File: src/rtl/sdram_test_pkg.sv
// Shared types and LFSR definitions for the SDRAM memory-test traffic generators.
package sdram_test_pkg;

  typedef enum logic [2:0] {IDLE, WRITE, GAP, READ, FIN} state_t;

  // Right-shift Galois taps for x^32 + x^22 + x^2 + x + 1
  localparam logic [31:0] LFSR_POLY         = 32'h8020_0003;
  localparam logic [31:0] LFSR_SEED_DEFAULT = 32'h0000_0001;

  function automatic logic [31:0] lfsr_step(input logic [31:0] v);
    return (v >> 1) ^ (v[0] ? LFSR_POLY : 32'h0);
  endfunction

endpackage

File: src/rtl/sdram_wb_memtest_if.sv
// Wishbone classic bus bundle between a traffic master and an arbiter port.
interface if_wb #(
  parameter int AWIDTH = 26,
  parameter int DWIDTH = 32
);
  logic [AWIDTH-1:0]   adr;
  logic [DWIDTH-1:0]   dat_m;
  logic [DWIDTH-1:0]   dat_s;
  logic                we;
  logic [DWIDTH/8-1:0] sel;
  logic                cyc;
  logic                stb;
  logic                ack;

  modport master (output adr, dat_m, we, sel, cyc, stb, input dat_s, ack);
  modport slave  (input adr, dat_m, we, sel, cyc, stb, output dat_s, ack);
endinterface

File: src/rtl/sdram_wb_memtest_lfsr32.sv
// 32-bit Galois LFSR with synchronous load and advance; a zero seed loads the default.
module lfsr32
  import sdram_test_pkg::*;
(
  input  logic        clk_i,
  input  logic        rst_i,
  input  logic        load,
  input  logic        advance,
  input  logic [31:0] seed,
  output logic [31:0] value
);

  always_ff @(posedge clk_i or posedge rst_i) begin
    if (rst_i)        value <= LFSR_SEED_DEFAULT;
    else if (load)    value <= (seed == 32'h0) ? LFSR_SEED_DEFAULT : seed;
    else if (advance) value <= lfsr_step(value);
  end

endmodule

File: src/rtl/sdram_wb_memtest.sv
// Wishbone memory tester: writes a pattern over a word range, reads it back and
// reports mismatches. Also serves as a traffic source for arbitration stress tests.
module sdram_wb_memtest
  import sdram_test_pkg::*;
#(
  parameter int AWIDTH = 26,
  parameter int DWIDTH = 32,
  parameter int CWIDTH = 16
) (
  input  logic              clk_i,
  input  logic              rst_i,
  if_wb.master              bus,
  input  logic              start,
  input  logic              abort,
  input  logic [AWIDTH-1:0] base_adr,
  input  logic [AWIDTH-1:0] length,
  input  logic              mode,
  input  logic [DWIDTH-1:0] seed,
  output logic              busy,
  output logic              done,
  output logic              pass,
  output logic              aborted,
  output logic [CWIDTH-1:0] err_count,
  output logic [AWIDTH-1:0] err_adr,
  output logic [DWIDTH-1:0] err_exp,
  output logic [DWIDTH-1:0] err_got
);

  state_t            state;
  logic [AWIDTH-1:0] base_r, len_r, cnt;
  logic              mode_r, abort_pend;
  logic [31:0]       seed_r, seed_fix, lfsr_seed, lfsr_val;
  logic              lfsr_load, lfsr_adv, abort_req, last_word;
  logic [DWIDTH-1:0] exp_pat;

  function automatic logic [DWIDTH-1:0] pat_of(input logic m, input logic [31:0] l,
                                               input logic [AWIDTH-1:0] a);
    return m ? DWIDTH'(l) : DWIDTH'(a);
  endfunction

  always_comb begin
    seed_fix  = (32'(seed) == 32'h0) ? LFSR_SEED_DEFAULT : 32'(seed);
    lfsr_seed = (state == IDLE) ? seed_fix : seed_r;
    lfsr_load = ((state == IDLE) && start && (length != '0)) || (state == GAP);
    lfsr_adv  = bus.ack && bus.stb && ((state == WRITE) || (state == READ));
    abort_req = abort || abort_pend;
    last_word = (cnt == AWIDTH'(1));
    exp_pat   = pat_of(mode_r, lfsr_val, bus.adr);
  end

  lfsr32 u_lfsr (
    .clk_i   (clk_i),
    .rst_i   (rst_i),
    .load    (lfsr_load),
    .advance (lfsr_adv),
    .seed    (lfsr_seed),
    .value   (lfsr_val)
  );

  always_ff @(posedge clk_i or posedge rst_i) begin
    if (rst_i) begin
      state      <= IDLE;
      bus.cyc    <= 1'b0;
      bus.stb    <= 1'b0;
      bus.we     <= 1'b0;
      bus.adr    <= '0;
      bus.dat_m  <= '0;
      bus.sel    <= '1;
      busy       <= 1'b0;
      done       <= 1'b0;
      pass       <= 1'b0;
      aborted    <= 1'b0;
      err_count  <= '0;
      err_adr    <= '0;
      err_exp    <= '0;
      err_got    <= '0;
      base_r     <= '0;
      len_r      <= '0;
      cnt        <= '0;
      mode_r     <= 1'b0;
      seed_r     <= LFSR_SEED_DEFAULT;
      abort_pend <= 1'b0;
    end else begin
      done <= 1'b0;
      // Abort is honoured only at an ack or between accesses, so remember it until then
      if (state != IDLE && abort) abort_pend <= 1'b1;
      case (state)
        IDLE: if (start) begin
          busy       <= 1'b1;
          pass       <= 1'b0;
          aborted    <= 1'b0;
          err_count  <= '0;
          err_adr    <= '0;
          err_exp    <= '0;
          err_got    <= '0;
          abort_pend <= 1'b0;
          if (length == '0) begin
            state <= FIN;
          end else begin
            base_r    <= base_adr;
            len_r     <= length;
            cnt       <= length;
            mode_r    <= mode;
            seed_r    <= seed_fix;
            bus.adr   <= base_adr;
            bus.dat_m <= pat_of(mode, seed_fix, base_adr);
            bus.cyc   <= 1'b1;
            bus.stb   <= 1'b1;
            bus.we    <= 1'b1;
            state     <= WRITE;
          end
        end
        WRITE: if (bus.ack) begin
          cnt       <= cnt - AWIDTH'(1);
          bus.adr   <= bus.adr + AWIDTH'(1);
          bus.dat_m <= pat_of(mode_r, lfsr_step(lfsr_val), bus.adr + AWIDTH'(1));
          if (abort_req || last_word) begin
            bus.cyc <= 1'b0;
            bus.stb <= 1'b0;
            bus.we  <= 1'b0;
            aborted <= abort_req;
            state   <= abort_req ? FIN : GAP;
          end
        end
        GAP: begin
          if (abort_req) begin
            aborted <= 1'b1;
            state   <= FIN;
          end else begin
            bus.adr <= base_r;
            cnt     <= len_r;
            bus.cyc <= 1'b1;
            bus.stb <= 1'b1;
            state   <= READ;
          end
        end
        READ: if (bus.ack) begin
          if (bus.dat_s != exp_pat) begin
            if (err_count != '1) err_count <= err_count + CWIDTH'(1);
            if (err_count == '0) begin
              err_adr <= bus.adr;
              err_exp <= exp_pat;
              err_got <= bus.dat_s;
            end
          end
          cnt     <= cnt - AWIDTH'(1);
          bus.adr <= bus.adr + AWIDTH'(1);
          if (abort_req || last_word) begin
            bus.cyc <= 1'b0;
            bus.stb <= 1'b0;
            aborted <= abort_req;
            state   <= FIN;
          end
        end
        FIN: begin
          done       <= 1'b1;
          busy       <= 1'b0;
          pass       <= (err_count == '0) && !aborted;
          abort_pend <= 1'b0;
          state      <= IDLE;
        end
        default: state <= IDLE;
      endcase
    end
  end

endmodule

File: src/flat_wrapper.sv
// flat-port wrapper written by rule: the top's interface ports become plain ports
module sdram_wb_memtest_flat import sdram_test_pkg::*;
#(
  parameter int AWIDTH = 26,
  parameter int DWIDTH = 32,
  parameter int CWIDTH = 16
)
  (clk_i, rst_i, start, abort, base_adr, length, mode, seed, busy, done, pass, aborted, err_count, err_adr, err_exp, err_got, bus_adr, bus_dat_m, bus_we, bus_sel, bus_cyc, bus_stb, bus_dat_s, bus_ack);
  if_wb #(.AWIDTH(AWIDTH), .DWIDTH(DWIDTH)) bus_i ();
  input  logic clk_i;
  input  logic rst_i;
  input  logic start;
  input  logic abort;
  input  logic [AWIDTH-1:0] base_adr;
  input  logic [AWIDTH-1:0] length;
  input  logic mode;
  input  logic [DWIDTH-1:0] seed;
  output logic busy;
  output logic done;
  output logic pass;
  output logic aborted;
  output logic [CWIDTH-1:0] err_count;
  output logic [AWIDTH-1:0] err_adr;
  output logic [DWIDTH-1:0] err_exp;
  output logic [DWIDTH-1:0] err_got;
  output wire logic [$bits(bus_i.adr)-1:0] bus_adr;
  output wire logic [$bits(bus_i.dat_m)-1:0] bus_dat_m;
  output wire logic [$bits(bus_i.we)-1:0] bus_we;
  output wire logic [$bits(bus_i.sel)-1:0] bus_sel;
  output wire logic [$bits(bus_i.cyc)-1:0] bus_cyc;
  output wire logic [$bits(bus_i.stb)-1:0] bus_stb;
  input wire logic [$bits(bus_i.dat_s)-1:0] bus_dat_s;
  input wire logic [$bits(bus_i.ack)-1:0] bus_ack;
  assign bus_adr = bus_i.adr;
  assign bus_dat_m = bus_i.dat_m;
  assign bus_we = bus_i.we;
  assign bus_sel = bus_i.sel;
  assign bus_cyc = bus_i.cyc;
  assign bus_stb = bus_i.stb;
  assign bus_i.dat_s = bus_dat_s;
  assign bus_i.ack = bus_ack;
  sdram_wb_memtest #(.AWIDTH(AWIDTH), .DWIDTH(DWIDTH), .CWIDTH(CWIDTH)) u_core (.clk_i(clk_i), .rst_i(rst_i), .bus(bus_i), .start(start), .abort(abort), .base_adr(base_adr), .length(length), .mode(mode), .seed(seed), .busy(busy), .done(done), .pass(pass), .aborted(aborted), .err_count(err_count), .err_adr(err_adr), .err_exp(err_exp), .err_got(err_got));
endmodule
File: config.mk
export PLATFORM = sky130hd
export DESIGN_NAME = sdram_wb_memtest_flat
export DESIGN_NICKNAME = d
export VERILOG_FILES = /design/src/rtl/sdram_test_pkg.sv /design/src/rtl/sdram_wb_memtest_if.sv /design/src/rtl/sdram_wb_memtest_lfsr32.sv /design/src/rtl/sdram_wb_memtest.sv /design/src/flat_wrapper.sv
export SDC_FILE = /design/constraint.sdc
export NUM_CORES = 1
export LEC_CHECK = 0
export ABC_AREA = 1
export CAP_MARGIN = 20
export CORE_MARGIN = 2
export CORE_UTILIZATION = 28
export CTS_CLUSTER_DIAMETER = 30
export DETAILED_ROUTE_END_ITERATION = 7
export PLACE_DENSITY = 0.48
export SLEW_MARGIN = 25
export SYNTH_ARGS = -nofsm -noshare
export SYNTH_HDL_FRONTEND = slang
export SYNTH_SLANG_ARGS = --single-unit
File: constraint.sdc
create_clock -name clk_i -period 25.8 [get_ports clk_i]
set_input_delay 5.16 -clock clk_i [delete_from_list [all_inputs] [get_ports clk_i]]
set_output_delay 5.16 -clock clk_i [all_outputs]
set_load 0.01 [all_outputs]
Word-level counts from Yosys, hierarchy flattened
Cells that the tools add are included. Widths: inputs -> output; s select.

Register bits: 317. Latch bits: 0. RAM bits: 0. Memory bits (read-only): 0. Input bits: 122. Output and inout port bits: 175. Word-level logic and storage cells: 149. Memories: 0.

Add/subtract/negate cells: 3. Multipliers: 0. Div/mod/pow operators: 0. Order comparisons: 0. Equality and inequality tests: 20. Shift-type cells: 0. Mux-type cells: 70. Bitwise gates (word level): 2. Reduce and logical (&&, ||, !) cells: 34.

Operators with widths (count): $mux 32 (19); $mux 26 (12); $pmux 32 s2 (3); $pmux 26 s3 (2); $logic_not 32->1 (2); $mux 16 (4); $pmux 26 s2 (1); $ne 32x32->1 (1); $pmux 16 s2 (1); $xor 31x32->32 (1); $reduce_and 5->1 (6); $add 26x1->26 const B (1); $eq 26x1->1 const B (1); $logic_not 26->1 (1); $reduce_bool 26->1 (1); $sub 26x1->26 const B (1); $mux 3 (8); $ne 2x2->1 const B (10); $add 16x1->16 const B (1); $logic_not 16->1 (1); $ne 16x16->1 const B (1); $mux 1 (13); $pmux 3 s4 (1); $pmux 1 s2 (4); other kinds (17) (33).

Longest topological paths before layout
Gate-level depths: netlist of run 1.

Word-level depth: 6. Depth in mapped cells: 15. Gate-level depth less buffers: 14.

Hierarchy
Synthesis of run 1 repeated with hierarchy kept, for this count alone.

Cell total of the unflattened synthesis: 2615. Area total of the unflattened synthesis: 18181.2 µm².

Modules (own cells, without submodules): sdram_wb_memtest (times used 1, cells an instance 2401, area an instance 16530.9 µm², sequential area each 7133.1 µm²); lfsr32 (times used 1, cells an instance 214, area an instance 1650.3 µm², sequential area each 802.0 µm²).

Worst setup path before layout of run 1
No wires, ideal clock.

Path type: input -> register. Start: in length[22]. End: reg u_core.u_lfsr.value[25]. Library setup time: 131 ps. Arrival: 6565 ps. Data required time: 25669 ps. Slack: 19104 ps. Stages: 11. Path buffers: 1. Path through: nor2_1 -> nand3_1 -> nor3_1 -> nand2_1 -> nor2_1 -> nor2_1 -> nor2_1 -> clkinv_1 -> clkbuf_1 -> nand2_1 -> o211ai_1.

Word-level cells in the longest chain between the ends: 4. Elaborated cells between the ends (all ways): 5. Classes of those cells: 1 x mux; 4 x reduce/logical.

RTL lines: start: declaration (RTL line flat_wrapper.sv:15) `input logic [AWIDTH-1:0] length;`; $reduce_bool 26->1 * (RTL line sdram_wb_memtest.sv:44) `lfsr_load = ((state == IDLE) && start && (length != '0)) || (state == GAP);`; $logic_and 1x1->1 * (RTL line sdram_wb_memtest.sv:44); $logic_or 1x1->1 * (RTL line sdram_wb_memtest.sv:44); $mux 32 or $reduce_bool 2->1 (tied branches); end signal: assignment (RTL line sdram_wb_memtest_lfsr32.sv:15) `else if (load) value <= (seed == 32'h0) ? LFSR_SEED_DEFAULT : seed;`; end signal: assignment (RTL line sdram_wb_memtest_lfsr32.sv:16) `else if (advance) value <= lfsr_step(value);`; end: declaration (RTL line sdram_wb_memtest_lfsr32.sv:10) `output logic [31:0] value`.

Mark *: on every way between the ends. The rest lies on a longest branch, timed or not. A chain may end at the register's enable or synchronous reset.

Worst setup path after layout of run 1
Start: in length[19]. End: reg u_core.u_lfsr.value[29].

Same word-level chain as after synthesis.

==> metrics.yaml, run 1 <==
status:
  status: "completed"
min_path:
  hold_class: "flop to flop"
logic_synthesis:
  synth_cells: 2461
  synth_area_mm2: 0.0177
  yosysWarnings: 4
  ys_types: 42
  yosysTopAreaCell: "dfrtp_1"
  synth-seq-cells: 317
  post_synth.cell_area_avg_um2: 7.18
  synth_top_area_frac: 0.446
  ys_seq_area_frac: 0.449
  synthTopCellsByArea: "dfrtp_1, nand2_1, o21ai_0"
global_routing:
  grt_max_degree: 162
  grt_pass1_wl_mm: 112
  gr-usage-all-layers: 0.231
  antenna_found_initial: 0
  grt_pass1_vias: 17573
  grt-ovfl-total: 0
worst_setup_path:
  worstPathBufferInverterCount: 4
  setup.worst_path.end_class: "flop"
  crit_chain: "clkdlybuf4s50_1 -> inv_1 -> nand4_1 -> nor2_1 -> nand2_1 -> nor2_1 -> nor2_4 -> nor2_1 -> buf_4 -> nand2_1 -> inv_1 -> nand2_1 -> o211ai_1"
  crit_family: "simple AND/OR/NAND/NOR gates"
  worstSetupPathType: "input pin to flop"
  crit_path_max_fanout: 34
  critPathLaunchType: "input pin"
  crit_arrival_ns: 8.49
  worstPathRequired_ns: 26.33
  cpPeakStageDelay_ns: 0.70
  cp_slowest_cell: "inv_1"
floorplanning:
  start_util: 0.282
  rows: 92
  die_area_mm2: 0.0651
  dieWidth_um: 255
  die_h_um: 255
  core_area_mm2: 0.0627
  pin_count: 297
placement:
  place.gp.congestion: 0.893
  hpwl_mm: 54.4
  port_buffers: 292
  placed_area_mm2: 0.0213
route:
  drc: 0
  first_iter_violations: 1753
  drt_wl_total_mm: 75.4
  vias: 18273
  via_per_inst: 5.00
  drt_pass1_iterations: 6
  wire_per_inst_um: 20.6
  ant_nets: 0
clock_tree:
  cts_setup_buffers: 0
  ctsResizeCount: 0
  cts_root_buf: "clkbuf_16"
  clk_pin_slew_worst_paths_ns: 0.04
  clock_sinks: 317
  cts_tree: "built"
  cts.path.max_buffers: 3
  postCtsHoldBufs: 0
  cts_made_buffers: 98
  ctsHtreeMaxLevel: 3
  clk_latency_ns: 0.65
power_and_ir_drop:
  total_power_uw: 3510
  combinationalPowerShare: 0.401
  ir_drop_mv: 0.0827
  p_clk_frac: 0.355
  power_report.internal_total_uw: 2020
  leakage_uw: 0.0118
  powerDensity_mw_per_mm2: 142
  seq_power_share: 0.244
  swShare: 0.423
  switching_power_uw: 1480
finish:
  layout.nets: 2855
  final_common_cell: "nand2_1"
  design_area_mm2: 0.0248
  antennaDiodeCount: 0
  multi_input_area_mm2: 0.00820
  drive_above_1_share: 0.0783
  syn_to_final_growth_pct: 40.2
  regArea_mm2: 0.00794
  final_cell_mix: "nand2_1, dfrtp_1, clkdlybuf4s50_1"
  fillerInstances: 6482
sta:
  slew_headroom: 0.293
  drv_slew: 0
  fin_crit_ns: 7.96
  timing.final.crit_share: 0.309
  clock_skew_ns: 0.0311
  setup_viol: 0
  hold_viol: 0
  clock.fmax_mhz: 126
  rsz0062_at_grt: "false"
  worstMarginPinSlew_ns: 1.06
  fin_setup_tns_ns: 0
flow_run:
  drv_cap: 0
[cell usage after synthesis, drive strengths merged]
library cell and n:
xnor2 1, buf 59, nand3b 1, dfstp 2, nand2 799, o221ai 5
nor3b 2, a22oi 16, ha 5, a2bb2oi 1, o211ai 31, dfrtp 315
a21oi 66, nand4 126, clkbuf 89, a21boi 1, a221oi 1, nand3 78
a41oi 1, conb 1, xor2 53, inv 251, or2 11, o31ai 5
nor4 9, o21a 6, o22ai 19, clkinv 3, nor2 207, nor3 33
o21ai 251, a31oi 6, a22o 7
[layer usage]
| layer | wire (um) | vias to the layer above | global-route usage |
|---|---|---|---|
| met5 | 0 | - | 0 |
| met1 | 33700 | 8746 | 0.321 |
| li1 | - | 8576 | - |
| met4 | 2650 | 0 | 0.0837 |
| met2 | 32600 | 814 | 0.345 |
| met3 | 6440 | 137 | 0.0581 |
[layout make-up]
type,instances,area share
Inverter,254,0.0389
Sequential cell,317,0.320
Clock inverter,43,0.0245
Clock buffer,138,0.116
Tap cell,846,0.0427
Multi-Input combinational cell,1745,0.331
Timing Repair Buffer,312,0.126
[kinds of logic (layout without fill, tap and decap cells)]
logic type,Yosys count,in the layout,synth area share
AND/OR/NAND/NOR,1266,1266,0.300
AO/OA/AOI/OAI,416,416,0.131
buffers and inverters,402,747,0.0895
flip-flops,317,317,0.449
XOR/XNOR,54,54,0.0268
adder cells (fa/ha/maj),5,5,0.00354
other,1,4,0.000212
[power groups by stage]
stage | Combinational [uW] | Sequential (uW) | Clock [uW]
floorplan | 808 | 835 | 0
global placement | 1380 | 856 | 0
detailed placement | 1390 | 857 | 0
CTS | 1400 | 854 | 1260
global route | 1550 | 880 | 1290
finish | 1410 | 855 | 1250
[stage by stage]
stage / setup slack [ns] / instances / utilization / hold slack [ns]
after floorplan: 11.87 / 2464 / - / 0.442
after global placement: 17.04 / 3472 / 0.338 / 0.454
after detailed placement: 17.29 / 3473 / 0.339 / 0.457
after CTS: 17.93 / 3654 / 0.394 / 0.467
after global routing: 17.67 / 3655 / 0.395 / 0.485
final: 17.84 / 3655 / 0.395 / 0.462
[final timing paths]
check | cells past startpoint | end | slack (ns) | from
min in group asynchronous | 2 | u_core.err_count[9] | 4.96 | rst_i
max reg2reg | 11 | u_core.err_exp[0] | 20.72 | u_core.state[2]
min reg2reg | 2 | u_core.err_got[2] | 0.46 | u_core.err_got[2]
max in group asynchronous | 3 | u_core.err_count[4] | 19.23 | rst_i
min | 2 | u_core.err_got[2] | 0.46 | u_core.err_got[2]
max | 13 | u_core.u_lfsr.value[29] | 17.84 | length[19]
[flip-flops by register name, indices dropped and copies added, names as in the netlist, 3 cells and up]
signal	cells
u_core.base_r	26
u_core.bus.adr	26
u_core.bus.dat_m	32
u_core.cnt	26
u_core.err_adr	26
u_core.err_count	16
u_core.err_exp	32
u_core.err_got	32
u_core.len_r	26
u_core.seed_r	32
u_core.state	3
u_core.u_lfsr.value	32
[worst reg2reg max path, cell delays in order, from the launching register on]
cell and delay [ns]:
dfrtp_1 0.46, nor2_4 0.85, nand2_2 0.06, buf_4 0.44, inv_2 0.59, o21ai_0 0.42
a21oi_4 0.21, buf_4 0.78, nand3_4 0.58, buf_16 0.39, nand2_1 0.13, nand2_1 0.06
Note: power is estimated with default switching activity, not from simulation.
==> run 2, diff against run 1 <==
- clock period: 25.8 -> 8.3 ns (I/O delays scaled with it)
==> run 2 against run 1 <==
Net effect: largest cell class unchanged; via count shrank 0.77%; sequential share of layout area is 0.16 points higher; register-to-register slack lost 17 ns; sequential cell count stayed put; sequential power grew to 3.1 times the previous value; first-iteration DRC count fell by 1.9%; setup slack lost 14 ns; count of clock-buffer cells in the layout is 1 higher; cell area is 0.51% lower; die area unchanged; critical path depth is 1 lower.
==> metrics.yaml, run 2 (same netlist as run 1, synthesis figures left out) <==
route:
  wl_met2_mm: 33.6  # +3.1%
  wire_per_inst_um: 20.6  # about the same
  via_per_inst: 4.96  # -0.85%
  drt_wl_total_mm: 75.5  # +0.10%
  m1WireLength_mm: 33.5  # -0.58%
  ant_nets: 0  # unchanged
  vias: 18133  # -0.77%
  routed-wl-met3_mm: 6.54  # +1.6%
  drt_pass1_iterations: 6  # unchanged
  first_iter_violations: 1719  # -1.9%
  top_layer: "met5"
  drc: 0  # unchanged
clock_tree:
  cts_made_buffers: 98  # unchanged
  postCtsHoldBufs: 0  # unchanged
  clk_pin_slew_worst_paths_ns: 0.04  # about the same
  cts_setup_buffers: 0  # unchanged
  ctsResizeCount: 0  # unchanged
  clk_latency_ns: 0.63  # -0.02 ns
  ctsHtreeMaxLevel: 3  # unchanged
  cts_root_buf: "clkbuf_16"
  cts_tree: "built"
  clock_sinks: 317  # unchanged
  cts.path.max_buffers: 3  # unchanged
worst_setup_path:
  crit_family: "buffers and inverters"
  crit_chain: "nor2_4 -> inv_2 -> nor2_1 -> buf_4 -> inv_2 -> o21ai_1 -> a21oi_1 -> nand2_1 -> buf_4 -> inv_1 -> nand2_1 -> o21ai_0"
  worstPathRequired_ns: 8.80  # -17.53 ns
  cp_slowest_cell: "nor2_4"
  worstPathBufferInverterCount: 5  # +1
  critPathLaunchType: "flop"
  crit_path_max_fanout: 53  # +56%
  setup.worst_path.end_class: "flop"
  crit_arrival_ns: 5.40  # -3.09 ns
  cpPeakStageDelay_ns: 0.83  # +0.13 ns
  worstSetupPathType: "flop to flop"
sta:
  setup_viol: 0  # unchanged
  hold_viol: 0  # unchanged
  setup_ws_ns: 3.40  # -14.44 ns
  worstMarginPinSlew_ns: 1.05  # -0.0116 ns
  drv_slew: 0  # unchanged
  clock_skew_ns: 0.0255  # -0.00560 ns
  fin_setup_tns_ns: 0  # unchanged
  rsz0062_at_grt: "false"
  slew_headroom: 0.300  # +0.00775
  clock.fmax_mhz: 204
  timing.final.crit_share: 0.590
  fin_crit_ns: 4.90
floorplanning:
  core_area_mm2: 0.0627  # unchanged
  dieWidth_um: 255  # unchanged
  rows: 92  # unchanged
  start_util: 0.282  # unchanged
  die_h_um: 255  # unchanged
  die_area_mm2: 0.0651  # unchanged
  pin_count: 297  # unchanged
global_routing:
  gr-usage-all-layers: 0.231  # about the same
  grt-ovfl-total: 0  # unchanged
  grt_max_degree: 150  # -7.4%
  antenna_found_initial: 2  # +2
  grt_pass1_vias: 17874  # +1.7%
  grt_pass1_wl_mm: 113  # +0.22%
finish:
  antennaDiodeCount: 0  # unchanged
  final_common_cell: "nand2_1"
  syn_to_final_growth_pct: 39.5
  final_cell_mix: "nand2_1, dfrtp_1, clkdlybuf4s50_1"
  drive_above_1_share: 0.0804  # +0.00205
  regArea_mm2: 0.00794  # unchanged
  layout.nets: 2857  # +0.070%
  fillerInstances: 6476  # -0.093%
  multi_input_area_mm2: 0.00820  # unchanged
placement:
  place.gp.congestion: 0.906  # +1.4%
  hpwl_mm: 54.8  # +0.70%
  dp_slack_ns: 2.99  # -14.30 ns
  port_buffers: 292  # unchanged
power_and_ir_drop:
  swShare: 0.426  # +0.00262
  powerDensity_mw_per_mm2: 437  # +210%
  p_clk_frac: 0.347  # -0.008
  power_report.internal_total_uw: 6180  # +210%
  leakage_uw: 0.0117  # -0.43%
  switching_power_uw: 4580  # +210%
  combinationalPowerShare: 0.407  # +0.006
  ir_drop_mv: 0.181  # +120%
  seq_power_share: 0.246  # +0.002
min_path:
  hold_class: "flop to flop"
status:
  status: "completed"
flow_run:
  drv_cap: 0  # unchanged
-- run 2: cell types whose count changed in the layout (fill, tap and decap cells not counted), moves of 2 or more --
cell	before	now
buf_4	15	19
bufinv_16	12	8
clkbuf_1	15	12
clkbuf_8	23	28
clkinv_16	2	0
clkinv_2	28	30
clkinvlp_4	0	3
inv_6	0	3
-- run 2: area by class of cell --
type | instances | area share
Multi-Input combinational cell | 1745 | 0.333
Clock buffer | 139 | 0.118
Inverter | 254 | 0.0389
Timing Repair Buffer | 314 | 0.127
Sequential cell | 317 | 0.322
Clock inverter | 43 | 0.0187
Tap cell | 846 | 0.0429
-- run 2: worst paths after layout --
check                                 endpoint  cells past startpoint               from  slack [ns]
min                          u_core.err_got[5]                      2  u_core.err_got[5]        0.47
max reg2reg                u_core.bus.dat_m[7]                     12    u_core.state[2]        3.40
min reg2reg                  u_core.err_got[5]                      2  u_core.err_got[5]        0.47
max                        u_core.bus.dat_m[7]                     12    u_core.state[2]        3.40
min in group asynchronous  u_core.err_count[8]                      3              rst_i        1.57
max in group asynchronous    u_core.seed_r[14]                      4              rst_i        5.35
-- run 2: metrics by stage --
stage	utilization	total power, uW	hold slack (ns)	instance area, um^2	instances
2_1_floorplan	-	5110	0.442	17700	2464
3_3_place_gp	0.339	6940	0.454	21300	3475
4_1_cts	0.392	10800	0.467	24600	3657
6_report	0.393	10800	0.466	24700	3658
5_1_grt	0.393	11400	0.482	24700	3658
3_5_place_dp	0.339	6980	0.457	21300	3475
-- run 2: per-layer routing --
layer / vias to the layer above / track usage
li1: 8578 / -
met1: 8712 / 0.317
met2: 731 / 0.356
met3: 108 / 0.0560
met4: 4 / 0.0732
met5: - / 0
-- run 2: worst reg2reg max path, cell delays in order, from the launching register on --
cell     delay (ns)
dfrtp_1        0.47
nor2_4         0.83
inv_2          0.62
nor2_1         0.24
buf_4          0.35
inv_2          0.43
o21ai_1        0.34
a21oi_1        0.07
nand2_1        0.10
buf_4          0.51
inv_1          0.47
nand2_1        0.25
o21ai_0        0.10
-- run 2: power groups by stage --
stage	Clock (uW)	Combinational [uW]	Sequential (uW)
6_report	3730	4390	2650
5_1_grt	3880	4840	2710
4_1_cts	3780	4360	2640
3_5_place_dp	0	4330	2650
3_3_place_gp	0	4310	2640
2_1_floorplan	0	2510	2600
